--- config.mk ---
export PLATFORM = sky130hd
export DESIGN_NAME = mult_digit_serial
export DESIGN_NICKNAME = d
export VERILOG_FILES = /design/src/rtl/mult_digit_serial.sv
export SDC_FILE = /design/constraint.sdc
export NUM_CORES = 1
export LEC_CHECK = 0
export ABC_AREA = 1
export BUFFER_PORTS_ARGS = -buffer_cell sky130_fd_sc_hd__buf_2
export CORE_ASPECT_RATIO = 0.5
export CORE_MARGIN = 10
export CORE_UTILIZATION = 53
export CTS_BUF_LIST = sky130_fd_sc_hd__clkbuf_4
export CTS_CLUSTER_SIZE = 14
export DETAILED_ROUTE_END_ITERATION = 16
export PLACE_DENSITY_LB_ADDON = 0.25
export SLEW_MARGIN = 0
export SYNTH_ARGS = -nofsm -noshare
export SYNTH_HDL_FRONTEND = slang
export SYNTH_SLANG_ARGS = --single-unit
export TNS_END_PERCENT = 30
--- constraint.sdc ---
create_clock -name clk -period 2.7 [get_ports clk]
set_input_delay 0.27 -clock clk [delete_from_list [all_inputs] [get_ports clk]]
set_output_delay 0.27 -clock clk [all_outputs]
set_load 0.02 [all_outputs]
--- src/rtl/mult_digit_serial.sv ---
// Iterative digit-serial unsigned multiplier: one DIGIT x DIGIT partial product per
// cycle, shifted by DIGIT*(i+j) and summed into a 2*WIDTH accumulator.
module mult_digit_serial #(
    parameter int WIDTH     = 4,
    parameter int DIGIT     = 2,
    parameter int SKIP_ZERO = 0
) (
    input  logic                 clk,
    input  logic                 rst,
    input  logic                 in_valid,
    output logic                 in_ready,
    input  logic [WIDTH-1:0]     a,
    input  logic [WIDTH-1:0]     b,
    output logic                 out_valid,
    input  logic                 out_ready,
    output logic [2*WIDTH-1:0]   p,
    output logic                 busy
);

    localparam int N     = WIDTH / DIGIT;
    localparam int IDX_W = (N > 1) ? $clog2(N) : 1;
    localparam int SH_W  = $clog2(2 * WIDTH) + 1;

    if ((WIDTH % DIGIT) != 0 || WIDTH < DIGIT) begin : g_param_check
        $error("mult_digit_serial: WIDTH (%0d) must be a non-zero multiple of DIGIT (%0d)",
               WIDTH, DIGIT);
    end

    typedef enum logic [1:0] {
        S_IDLE,
        S_CALC,
        S_DONE
    } state_t;

    state_t               r_state;
    state_t               w_state_nxt;
    logic [WIDTH-1:0]     r_a;
    logic [WIDTH-1:0]     r_b;
    logic [2*WIDTH-1:0]   r_acc;
    logic [2*WIDTH-1:0]   r_p;
    logic [IDX_W-1:0]     r_i;
    logic [IDX_W-1:0]     r_j;

    logic [SH_W-1:0]      w_sh_a;
    logic [SH_W-1:0]      w_sh_b;
    logic [SH_W-1:0]      w_sh_pp;
    logic [DIGIT-1:0]     w_digit_a;
    logic [DIGIT-1:0]     w_digit_b;
    logic [2*DIGIT-1:0]   w_prod;
    logic [2*WIDTH-1:0]   w_pp;
    logic [2*WIDTH-1:0]   w_acc_sum;
    logic                 w_last_i;
    logic                 w_last_j;
    logic                 w_skip;

    // Digit selection by shifting keeps every index width explicit.
    assign w_sh_a    = SH_W'(DIGIT) * SH_W'(r_i);
    assign w_sh_b    = SH_W'(DIGIT) * SH_W'(r_j);
    assign w_sh_pp   = w_sh_a + w_sh_b;
    assign w_digit_a = DIGIT'(r_a >> w_sh_a);
    assign w_digit_b = DIGIT'(r_b >> w_sh_b);
    assign w_prod    = (2*DIGIT)'(w_digit_a) * (2*DIGIT)'(w_digit_b);
    assign w_pp      = (2*WIDTH)'(w_prod) << w_sh_pp;
    assign w_acc_sum = r_acc + w_pp;

    assign w_last_i  = (r_i == IDX_W'(N - 1));
    assign w_last_j  = (r_j == IDX_W'(N - 1));
    assign w_skip    = (SKIP_ZERO != 0) && (r_j == '0) && (w_digit_a == '0);

    assign in_ready  = (r_state == S_IDLE);
    assign out_valid = (r_state == S_DONE);
    assign busy      = (r_state != S_IDLE);
    assign p         = r_p;

    always_ff @(posedge clk or posedge rst) begin
        if (rst) begin
            r_state <= S_IDLE;
        end else begin
            r_state <= w_state_nxt;
        end
    end

    // NOTE: the default assignment first means every path drives w_state_nxt, so no latch.
    always_comb begin
        w_state_nxt = r_state;
        case (r_state)
            S_IDLE:  if (in_valid) w_state_nxt = S_CALC;
            S_CALC:  if (w_last_i && (w_skip || w_last_j)) w_state_nxt = S_DONE;
            S_DONE:  if (out_ready) w_state_nxt = S_IDLE;
            default: w_state_nxt = S_IDLE;
        endcase
    end

    // NOTE: non-blocking assignments so every register samples pre-edge values.
    always_ff @(posedge clk or posedge rst) begin
        if (rst) begin
            r_a   <= '0;
            r_b   <= '0;
            r_acc <= '0;
            r_p   <= '0;
            r_i   <= '0;
            r_j   <= '0;
        end else begin
            case (r_state)
                S_IDLE: begin
                    if (in_valid) begin
                        r_a   <= a;
                        r_b   <= b;
                        r_acc <= '0;
                        r_i   <= '0;
                        r_j   <= '0;
                    end
                end
                S_CALC: begin
                    if (w_skip) begin
                        r_i <= r_i + IDX_W'(1);
                        r_j <= '0;
                        if (w_last_i) r_p <= r_acc;
                    end else begin
                        r_acc <= w_acc_sum;
                        if (w_last_j) begin
                            r_j <= '0;
                            r_i <= r_i + IDX_W'(1);
                            if (w_last_i) r_p <= w_acc_sum;
                        end else begin
                            r_j <= r_j + IDX_W'(1);
                        end
                    end
                end
                default: ;
            endcase
        end
    end

endmodule

==> metrics.md <==
| Metric | Value |
|---|---|
| Clock-pin slew on the worst setup and hold paths | 0.17 ns |
| Netlist cell types | 24 |
| Worst flop-to-flop path startpoint | r_i |
| Syn nets | 239 |
| Leak Pwr | 1.098 nW |
| CP required | 2.97 ns |
| Final setup viols | 0 |
| Avg Synthesized Cell Area | 7.699 sq um |
| P&R area growth vs syn | 19.50% |
| TritonCTS clock tree | yes |
| XOR/XNOR share of the synthesized area | 0.01058 |
| GP Congestion | 0.8881 |
| Synth area leader | dfrtp_1 |
| Nets | 268 |
| Skew-Pair Late Insertion Delay | 0.35 ns |
| Flop-to-flop setup slack | 0.19 ns |
| Simple-gate area share of the yosys netlist | 0.2940 |
| Total CTS buffers | 3 |
| Initial Util | 0.5526 |
| Fin crit period | 2.513 ns |
| Pwr dens | 1377 mW/mm^2 |
| Mux cell area share after synthesis | 0.01209 |
| Area contributors post-synth | dfrtp_1 42%, nand2_1 19%, ha_1 8.3% |
| First-pass GRT wire length | 6306 um |
| DRT iter0 DRCs | 115 |
| Flops & latches, synth | 28 |
| Seq/Total Area, Yosys | 0.4233 |
| # DRC | 0 |
| Ports | 23 |
| Final Slew Violations | 0 |
| Via/cell ratio | 5.074 |
| Largest net degree at the start of global routing | 29 |
| Setup TNS | 0 ns |
| CTS Root Cell | clkbuf_4 |
| CTS max path bufs | 2 |
| Slew @ Worst Pin | 0.3692 ns |
| Synth Area in Compound Gates | 0.08692 |
| Detailed Routing Iterations Pass 1 | 4 |
| Antenna Nets Post-Route | 0 |
| Max IR drop VDD | 629.5 uV |
| Gr usage total | 0.1306 |
| RR Endpoint | p[7] |
| Clock H-tree levels | 1 |
| Vias in the first global route | 1361 |
| Per-cell routed wire length | 13.17 um |
| Post-synth top area share | 0.4233 |
| Row count | 14 |
| Cells after Synth | 215 |
| Final hold violations | 0 |
| Most used cell, CP | nand2_1 |
| HPWL Detailed | 2720 um |
| Hold crit path type | primary input to register |
| Final critical-path share of the clock period | 0.9306 |
| Worst Hold Endpoint | r_state[1] |
| Hold_sp | out_ready |
| Crit path max fanout | 6 |
| Min Hold Slack | 0.07377 ns |
| Pwr Total | 2.725 mW |
| Critical-path cell list | mux2i_1, nor2_1, ha_2, ha_4, nand2_1, a21oi_2, ha_1, nand2_1, nand2_1, nand2_1, nand2_1, a21oi_2, nand2_1, nand3_1, nand2_1 |
| Status | complete, no violations |
| Die Height | 59.52 um |
| Port Buffer Count | 22 |
| Crit path max-delay cell type | dfrtp_1 |
| Crit path DAT | 2.78 ns |
| Max-Cap Viols | 0 |
| Startpoint Class | register |
| Fmax | 398.0 MHz |
| Critical Path Sink Type | register |
| Largest family of logic cells by synthesized area | simple AND/OR/NAND/NOR gates |
| Clk sink count | 28 |
| Core area | 0.002995 sq mm |
| Adder-Cell Fraction of Synth Area | 0.09524 |
| Layout Skew | 0.007559 ns |
| Synth warnings | 0 |
| Routed vias | 1441 |
| Min-Delay Path Depth | 2 |
| Total gr overflow | 0 |
| Slew HR | 0.7533 |
| Drt total wl | 3741 um |
| Die width | 99.04 um |
| R2R cell count | 15 |
| Setup CP Type | register to register |
| Slowest stage delay, CP | 0.49 ns |
| Share of cells above drive strength 1 | 0.2387 |
| Initial antenna violation count | 1 |
| Synthesized area | 0.001655 sq mm |
| Die area | 0.005895 sq mm |
## through the flow
stage | std cells | instance area (sq um) | util | worst slack (ns)
5_1_grt | 284 | 1978 | 0.6604 | -0.05794
4_1_cts | 282 | 1884 | 0.6291 | 0.01545
2_1_floorplan | 215 | 1655 | - | 0.1856
3_5_place_dp | 276 | 1809 | 0.6040 | -0.09337
3_3_place_gp | 276 | 1809 | 0.6040 | 0.05430
6_report | 284 | 1978 | 0.6604 | 0.1874
## final cells by class
class	count	area [sq um]
clock buffers	3	22.52
inverters	28	107.6
repair buffers	27	150.1
multi-input cells	156	914.6
well taps	40	50.05
fillers	242	1017
clock inverters	1	30.03
diodes	1	2.502
flip-flops and latches	28	700.7
## registers in the layout, indices dropped and copies added, names as in the netlist
register	count
p	8
r_a	4
r_acc	8
r_b	4
r_i	1
r_j	1
r_state	2
## worst max-delay path, delay by kind of cell (launching register included)
family / cells / cell delay (ns)
compound gates: 2 / 0.27
fa+ha+maj: 3 / 0.73
flops: 1 / 0.49
mux: 1 / 0.29
simple gates: 9 / 0.64
## cell usage in the layout, fill, tap and decap left out, drive strengths merged
master	n
a21o	1
a21oi	4
a22o	1
buf	26
bufinv	1
clkbuf	3
dfrtp	28
diode	1
dlygate4sd3	1
fa	1
ha	11
inv	28
mux2i	2
nand2	84
nand3	14
nand3b	3
nor2	14
o21a	1
o21ai	16
o31ai	1
or2	1
xor2	2
## report_power, final
group | total [mW] | internal (mW) | switching (mW)
registers | 0.732 | 0.600 | 0.132
logic | 1.70 | 0.639 | 1.06
clock network | 0.293 | 0.150 | 0.142
## cells by family (layout without fill, tap and decap cells)
kind of cell               count (synthesis)  in the layout
and+or+nand+nor                          116            116
buffers and inverters                     31             59
adders and majority gates                 12             12
DFF                                       28             28
muxes                                      2              2
xor gates and xnor gates                   2              2
other                                      0              1
AOI/OAI and AO/OA                         24             24
## repair_timing
action | CTS | global route
setup endpoints to repair | 9 | 10
pin swaps | 0 | 3
hold buffers | 1 | 0
setup buffers | 1 | 1
endpoints found under the hold margin | 28 | 0
resized for setup | 3 | 18
## routing by layer
metal  global-route usage  up-vias  wire (um)
li1                     -      734          -
met1               0.1688      668       1760
met2               0.2159       37       1770
met3              0.04191        2        196
met4              0.01420        0         13
met5                    0        -          0
## worst max-delay path by stage
stage,startpoint,endpoint,slack (ns),cells past startpoint
3_5_place_dp,r_j,p[7],-0.09,14
6_report,r_i,p[7],0.19,15
4_1_cts,r_i,p[5],0.02,13
3_3_place_gp,r_j,p[7],0.05,16
5_1_grt,r_i,p[7],-0.06,16
2_1_floorplan,r_j,p[7],0.19,14
## Yosys cell counts, drive strengths merged
master,n
a22o,1
o21a,1
or2,1
xor2,2
nand2,84
o31ai,1
inv,28
o21ai,16
fa,1
mux2i,2
buf,3
ha,11
dfrtp,28
a21o,1
nand3,14
a21oi,4
nor2,14
nand3b,3
No activity file was read; power rests on OpenSTA's default activity.
